`config.mk`:
```
export PLATFORM = sky130hd
export DESIGN_NAME = regfile_dump
export DESIGN_NICKNAME = d
export VERILOG_FILES = /design/src/rtl/regfile_dump.sv
export SDC_FILE = /design/constraint.sdc
export NUM_CORES = 1
export LEC_CHECK = 0
export ABC_CLOCK_PERIOD_IN_PS = 3900
export CAP_MARGIN = 20
export CORE_ASPECT_RATIO = 0.8
export CORE_MARGIN = 1.5
export CORE_UTILIZATION = 50
export DETAILED_ROUTE_END_ITERATION = 8
export DONT_BUFFER_PORTS = 1
export MAX_ROUTING_LAYER = met4
export REMOVE_ABC_BUFFERS = 1
export SLEW_MARGIN = 20
export SYNTH_ARGS = -nofsm -noshare
export SYNTH_HDL_FRONTEND = slang
export SYNTH_SLANG_ARGS = --single-unit
```
`constraint.sdc`:
```
create_clock -name i_clk -period 3.9 [get_ports i_clk]
set_input_delay 1.17 -clock i_clk [delete_from_list [all_inputs] [get_ports i_clk]]
set_output_delay 1.17 -clock i_clk [all_outputs]
set_load 0.02 [all_outputs]
```
`src/rtl/regfile_dump.sv`:
```
// Walks the register file debug port from FIRST_REG to LAST_REG and streams
// each captured 32-bit word out as four bytes, MSB first, over valid/ready.
module regfile_dump #(
  parameter int FIRST_REG = 0,
  parameter int LAST_REG  = 31
) (
  input  logic        i_clk,
  input  logic        i_rst,
  input  logic        i_start,
  input  logic        i_abort,
  output logic [4:0]  o_test_addr,
  input  logic [31:0] i_test_data,
  output logic [7:0]  o_tx_data,
  output logic        o_tx_valid,
  input  logic        i_tx_ready,
  output logic        o_busy,
  output logic        o_done
);

  localparam logic [4:0] FIRST_ADDR = 5'(FIRST_REG);
  localparam logic [4:0] LAST_ADDR  = 5'(LAST_REG);

  typedef enum logic [2:0] {
    IDLE,
    SETTLE,
    CAPTURE,
    SEND,
    DONE
  } state_t;

  state_t      r_state;
  state_t      w_nextState;
  logic [31:0] r_shadow;
  logic [1:0]  r_byteIdx;
  logic [4:0]  r_testAddr;
  logic        w_accept;
  logic        w_lastByte;
  logic        w_lastReg;

  assign w_accept   = (r_state == SEND) && i_tx_ready;
  assign w_lastByte = (r_byteIdx == 2'd3);
  assign w_lastReg  = (r_testAddr == LAST_ADDR);

  // Abort overrides every transition, which also keeps start from launching in IDLE
  always_comb begin
    w_nextState = r_state;
    case (r_state)
      IDLE:    if (i_start) w_nextState = SETTLE;
      SETTLE:  w_nextState = CAPTURE;
      CAPTURE: w_nextState = SEND;
      SEND: begin
        if (w_accept && w_lastByte) begin
          w_nextState = w_lastReg ? DONE : SETTLE;
        end
      end
      DONE:    w_nextState = IDLE;
      default: w_nextState = IDLE;
    endcase
    if (i_abort) begin
      w_nextState = IDLE;
    end
  end

  always_ff @(posedge i_clk) begin
    if (i_rst) begin
      r_state    <= IDLE;
      r_testAddr <= FIRST_ADDR;
      r_shadow   <= '0;
      r_byteIdx  <= '0;
    end else begin
      r_state <= w_nextState;
      if (!i_abort) begin
        case (r_state)
          IDLE: begin
            if (i_start) begin
              r_testAddr <= FIRST_ADDR;
              r_byteIdx  <= '0;
            end
          end
          CAPTURE: r_shadow <= i_test_data;
          SEND: begin
            if (w_accept) begin
              if (!w_lastByte) begin
                r_byteIdx <= r_byteIdx + 2'd1;
              end else if (!w_lastReg) begin
                r_testAddr <= r_testAddr + 5'd1;
                r_byteIdx  <= '0;
              end
            end
          end
          default: ;
        endcase
      end
    end
  end

  always_comb begin
    o_tx_data = r_shadow[31:24];
    case (r_byteIdx)
      2'd0: o_tx_data = r_shadow[31:24];
      2'd1: o_tx_data = r_shadow[23:16];
      2'd2: o_tx_data = r_shadow[15:8];
      2'd3: o_tx_data = r_shadow[7:0];
      default: o_tx_data = r_shadow[31:24];
    endcase
  end

  assign o_test_addr = r_testAddr;
  assign o_tx_valid  = (r_state == SEND);
  assign o_busy      = (r_state != IDLE);
  assign o_done      = (r_state == DONE);

endmodule

```
==> impl_metrics.tcl, run 1 <==
set metrics [dict create \
    cp_max_fo 15 \
    cp_slowest_cell "ha_1" \
    die_w_um 72.2 \
    grt_max_degree 38 \
    start_util 0.541 \
    synth_area_um2 1920 \
    ys_warn_count 0 \
    diodes 0 \
    num_rows 19 \
    rsz0062_at_grt "false" \
    wl_um 4150 \
    ant_nets 0 \
    overflow 0 \
    hold_violations 0 \
    clock_insertion_delay_worst_skew_ns 0.29 \
    start_kind "flop" \
    boundaryPins 53 \
    cts_made_buffers 5 \
    cts_tree "built" \
    die_area_um2 4220 \
    cp.required_ns 2.73 \
    crit_chain "ha_1 > a222oi_1 > mux2i_1" \
    syn_to_final_growth_pct 2.35 \
    synthArstFlopShare 0 \
    grt_pass1_wl_um 6790 \
    portBuffers 0 \
    p_per_area_nw_per_um2 360 \
    track_usage 0.220 \
    post-cts-setup-buffers 0 \
    synth_flop_cell "dfxtp_1" \
    htree_levels 2 \
    slew_violations 0 \
    skew_ns 0.00263 \
    grtUsageMet2 0.341 \
    final_cell_area_um2 1960 \
    worst_slew_pin_slew_ns 0.684 \
    relSlewSlack 0.543 \
    fmax_ghz 0.327 \
    period_share 0.783 \
    hold_path_class "flop to flop" \
    drc 0 \
    status "finished clean" \
    critPathKind "flop to primary output" \
    drt-vias-per-instance 5.82 \
    max_stage_delay_ns 0.57 \
    cts_root_buf "clkbuf_8" \
    drtIter0Drc 76 \
    vdd_drop_max_mv 0.234 \
    arrival_ns 1.88 \
    hpwl_um 2850 \
    setup_violations 0 \
    met3_usage 0.0548 \
    fin_nets 268 \
    synth_cells 231 \
    fin_setup_tns_ns 0 \
    cts_buffer_depth 2 \
    cts_hold_buf 0 \
    path_clk_slew_ns 0.07 \
    fin_cells 266 \
    vias 1548 \
    ys_ff_latch 42 \
    wire_per_inst_um 15.6 \
    die_h_um 58.4 \
    cts_resized 0 \
    yosysUniqueCellTypes 34 \
    core_um2 3540 \
    placed_area_um2 1890 \
    crit_buf_inv 0 \
    ys_seq_area_frac 0.439 \
    drive_gt1_frac 0.0536 \
    synth_area_per_cell_um2 8.30 \
    dp_cells 259 \
    synth_edf_count 0 \
    antenna_found_initial 0 \
    end_kind "primary output" \
    cp_top_family "adder cells" \
    p_leak_nw 0.695 \
    cts.sinks 42 \
    grt_pass1_vias 1528 \
    busiest_layer "met2" \
    cap_violations 0 \
    grtUsageMet1 0.270 \
    dr.pass1.iters 4 \
    post-route-min-period_ns 3.05 \
    gp_congestion 0.869 \
]
-- registers in the layout, indices dropped and copies added (netlist names) --
name,cells
o_test_addr,5
r_byteIdx,2
r_shadow,32
r_state,3
-- power breakdown --
| group | total (mW) | leakage, nW | internal [mW] | switching (mW) |
|---|---|---|---|---|
| Sequential | 0.436 | 0.339 | 0.433 | 0.00365 |
| Combinational | 0.0181 | 0.318 | 0.00696 | 0.0112 |
| Clock | 0.252 | 0.0383 | 0.123 | 0.129 |
-- metal layers --
metal / part of all wire / up-vias
met2: 0.44 / 59
met3: 0.075 / 7
met4: 0.017 / 0
li1: - / 774
met1: 0.47 / 708
met5: 0 / -
-- cells in the mapped netlist (2+ instances only) --
library cell,number,area share
a222oi_1,8,0.042
dfxtp_1,42,0.44
inv_1,10,0.020
clkbuf_1,7,0.014
nor3b_1,2,0.0078
o21ai_0,2,0.0052
nor2_1,5,0.0098
buf_6,4,0.023
nor3_1,3,0.0078
nand2_1,70,0.14
a22o_1,2,0.0091
buf_2,4,0.010
mux2i_1,8,0.042
nor2b_1,2,0.0065
nand3_1,2,0.0052
ha_1,7,0.046
a21oi_1,35,0.091
a311oi_1,2,0.0091
-- placed cells by master, fill, tap and decap left out, types with 3 or more instances in the layout --
cell type	n
a222oi_1	8
mux2i_1	8
dfxtp_1	42
inv_1	10
nand2_1	70
nor2_1	5
ha_1	7
nor3_1	3
clkbuf_8	5
a21oi_1	35
-- worst paths after layout --
| kind | from | end | slack, ns | cells after the start |
|---|---|---|---|---|
| setup / recovery | r_byteIdx[0]$_SDFFE_PP0P_ | o_tx_data[2] | 0.85 | 3 |
| hold reg to reg | r_shadow[12]$_SDFFE_PP0P_ | r_shadow[12]$_SDFFE_PP0P_ | 0.45 | 2 |
| setup reg to reg | o_test_addr[0]$_SDFFE_PP0P_ | o_test_addr[3]$_SDFFE_PP0P_ | 2.00 | 7 |
| hold / removal | r_shadow[12]$_SDFFE_PP0P_ | r_shadow[12]$_SDFFE_PP0P_ | 0.45 | 2 |
-- tightest hold or removal path: stages, from the launching register on --
cell and delay, ns:
dfxtp_1 0.31, nand2_1 0.05, a21oi_1 0.05
-- through the flow --
step           utilization  total power [mW]  hold slack (ns)  worst slack (ns)
2_1_floorplan            -             0.460            0.430              1.47
3_3_place_gp         0.532             0.463            0.435              1.23
3_5_place_dp         0.532             0.464            0.442              1.17
4_1_cts              0.554             0.719            0.452             0.841
5_1_grt              0.554             0.738            0.467             0.710
6_report             0.554             0.706            0.450             0.846
-- cell type report --
cell class | instances | area [µm²]
inverters | 10 | 37.5
well taps | 42 | 52.6
clock buffers | 7 | 76.3
repair buffers | 2 | 15.0
multi-input cells | 163 | 940
flip-flops and latches | 42 | 841
fillers | 347 | 1580
-- cells by family (layout without fill, tap and decap cells) --
family / count (synthesis) / in the layout / share of synthesized area
and+or+nand+nor: 92 / 92 / 0.214
AOI/OAI and AO/OA: 55 / 55 / 0.183
DFF: 42 / 42 / 0.439
buffers and inverters: 26 / 19 / 0.0712
muxes: 9 / 9 / 0.0477
adders and majority gates: 7 / 7 / 0.0457
Power figures use the tool's default switching activity.
==> inputs of run 2 (changes only) <==
--- a/config.mk
+++ b/config.mk
@@ -5,7 +5,7 @@
 export SDC_FILE = /design/constraint.sdc
 export NUM_CORES = 1
 export LEC_CHECK = 0
-export ABC_CLOCK_PERIOD_IN_PS = 3900
+export ABC_CLOCK_PERIOD_IN_PS = 2800
 export CAP_MARGIN = 20
 export CORE_ASPECT_RATIO = 0.8
 export CORE_MARGIN = 1.5
@@ -13,6 +13,7 @@
 export DETAILED_ROUTE_END_ITERATION = 8
 export DONT_BUFFER_PORTS = 1
 export MAX_ROUTING_LAYER = met4
+export PLACE_DENSITY = 0.68
 export REMOVE_ABC_BUFFERS = 1
 export SLEW_MARGIN = 20
 export SYNTH_ARGS = -nofsm -noshare
==> constraint.sdc (replaced) <==
create_clock -name i_clk -period 2.8 [get_ports i_clk]
set_input_delay 0.84 -clock i_clk [delete_from_list [all_inputs] [get_ports i_clk]]
set_output_delay 0.84 -clock i_clk [all_outputs]
set_load 0.02 [all_outputs]
==> impl_metrics.tcl, run 2 (synthesized netlist as in run 1, its figures left out) <==
set metrics [dict create \
    status "finished clean" \
    cts_hold_buf 0 \
    cts_tree "built" \
    ant_nets 0 \
    hold_violations 0 \
    fin_ws_ns 0.199 \
    p_per_area_nw_per_um2 501 \
    start_util 0.541 \
    fin_setup_tns_ns 0 \
    boundaryPins 53 \
    r2r_start "o_test_addr[0]$_SDFFE_PP0P_" \
    fin_hold_ws_ns 0.449 \
    grt_max_degree 38 \
    cp.required_ns 1.96 \
    utilization 0.557 \
    dr.pass1.iters 7 \
    cts.sinks 42 \
    grt_pass1_vias 1345 \
    cts_made_buffers 5 \
    dp_cells 260 \
    vdd_drop_max_mv 0.283 \
    cts_buffer_depth 2 \
    largest-register "r_shadow" \
    hp-start "r_shadow[8]$_SDFFE_PP0P_" \
    hpwl_um 2670 \
    end_kind "primary output" \
    slew_violations 0 \
    critPathKind "flop to primary output" \
    arrival_ns 1.76 \
    final_cell_area_um2 1970 \
    overflow 0 \
    num_rows 19 \
    cap_violations 0 \
    wl_um 3840 \
    clock_insertion_delay_worst_skew_ns 0.28 \
    start_kind "flop" \
    post-route-min-period_ns 2.60 \
    dpl_worst_slack_ns 0.431 \
    path_clk_slew_ns 0.07 \
    wire_per_inst_um 14.4 \
    syn_to_final_growth_pct 3.00 \
    htree_levels 2 \
    drc 0 \
    p_leak_nw 0.703 \
    worst_slew_pin_slew_ns 0.522 \
    portBuffers 0 \
    cts_resized 0 \
    grt_pass1_wl_um 6180 \
    antenna_found_initial 0 \
    drive_gt1_frac 0.0711 \
    placed_area_um2 1890 \
    die_w_um 72.2 \
    cts_root_buf "clkbuf_8" \
    largest_reg_flops 32 \
    skew_ns 0.00392 \
    period_share 0.929 \
    vias 1531 \
    cp_max_fo 8 \
    rsz0062_at_grt "false" \
    layout_common_cells "nand2_1 (70), dfxtp_1 (42), a21oi_1 (35), inv_1 (10)" \
    die_h_um 58.4 \
    die_area_um2 4220 \
    hold_path_class "flop to flop" \
    diodes 0 \
    fin_total_pwr_mw 0.988 \
    fin_nets 269 \
    post-cts-setup-buffers 0 \
    layout_commonest_cell "nand2_1" \
    drt-vias-per-instance 5.73 \
    fmax_ghz 0.384 \
    fin_cells 267 \
    gp_congestion 0.839 \
    core_um2 3540 \
    track_usage 0.199 \
    crit_start "r_byteIdx[0]$_SDFFE_PP0P_" \
    drtIter0Drc 78 \
    setup_violations 0 \
    relSlewSlack 0.642 \
]
==> run 2: changes by cell type in the layout (fill, tap and decap cells not counted) <==
cell	delta
buf_4	+1
clkbuf_1	-2
clkinv_2	+2
ha_1	-1
ha_2	+1
==> run 2: worst max-delay path, cell delays in order (launching register included) <==
cell	delay (ns)
dfxtp_1	0.35
inv_1	0.09
ha_1	0.48
mux2i_1	0.54
==> run 2: layer usage <==
layer  vias to the layer above  GRT usage  part of all wire  wire length (µm)
li1                        785          -                 -                 -
met4                         0     0.0485            0.0026                10
met5                         -          -                 0                 0
met1                       693      0.259              0.46              1790
met2                        51      0.298              0.44              1690
met3                         2     0.0719             0.091               349
==> run 2: path summary, 6_finish.rpt <==
check | endpoint | slack (ns) | cells after the start
max reg2reg | o_test_addr[0]$_SDFFE_PP0P_ | 0.95 | 7
max | o_tx_data[6] | 0.20 | 3
min | r_shadow[8]$_SDFFE_PP0P_ | 0.45 | 2
min reg2reg | r_shadow[8]$_SDFFE_PP0P_ | 0.45 | 2
==> run 2: final cells by class <==
cell class | count | area [µm²]
Multi-Input combinational cell | 163 | 942
Sequential cell | 42 | 841
Inverter | 10 | 37.5
Timing Repair Buffer | 3 | 22.5
Clock buffer | 5 | 68.8
Tap cell | 42 | 52.6
Clock inverter | 2 | 10.0
Fill cell | 354 | 1570
==> run 2: power breakdown <==
group | switching [mW] | total, mW | internal [mW]
Combinational | 0.0154 | 0.0251 | 0.00968
Sequential | 0.00502 | 0.607 | 0.602
Clock | 0.189 | 0.356 | 0.167
==> inputs of run 3 (changes only) <==
--- a/config.mk
+++ b/config.mk
@@ -6,7 +6,6 @@
 export NUM_CORES = 1
 export LEC_CHECK = 0
 export ABC_CLOCK_PERIOD_IN_PS = 2800
-export CAP_MARGIN = 20
 export CORE_ASPECT_RATIO = 0.8
 export CORE_MARGIN = 1.5
 export CORE_UTILIZATION = 50
==> results of run 3 <==
The final DEF is identical to that of run 2; final timing and power are the same.
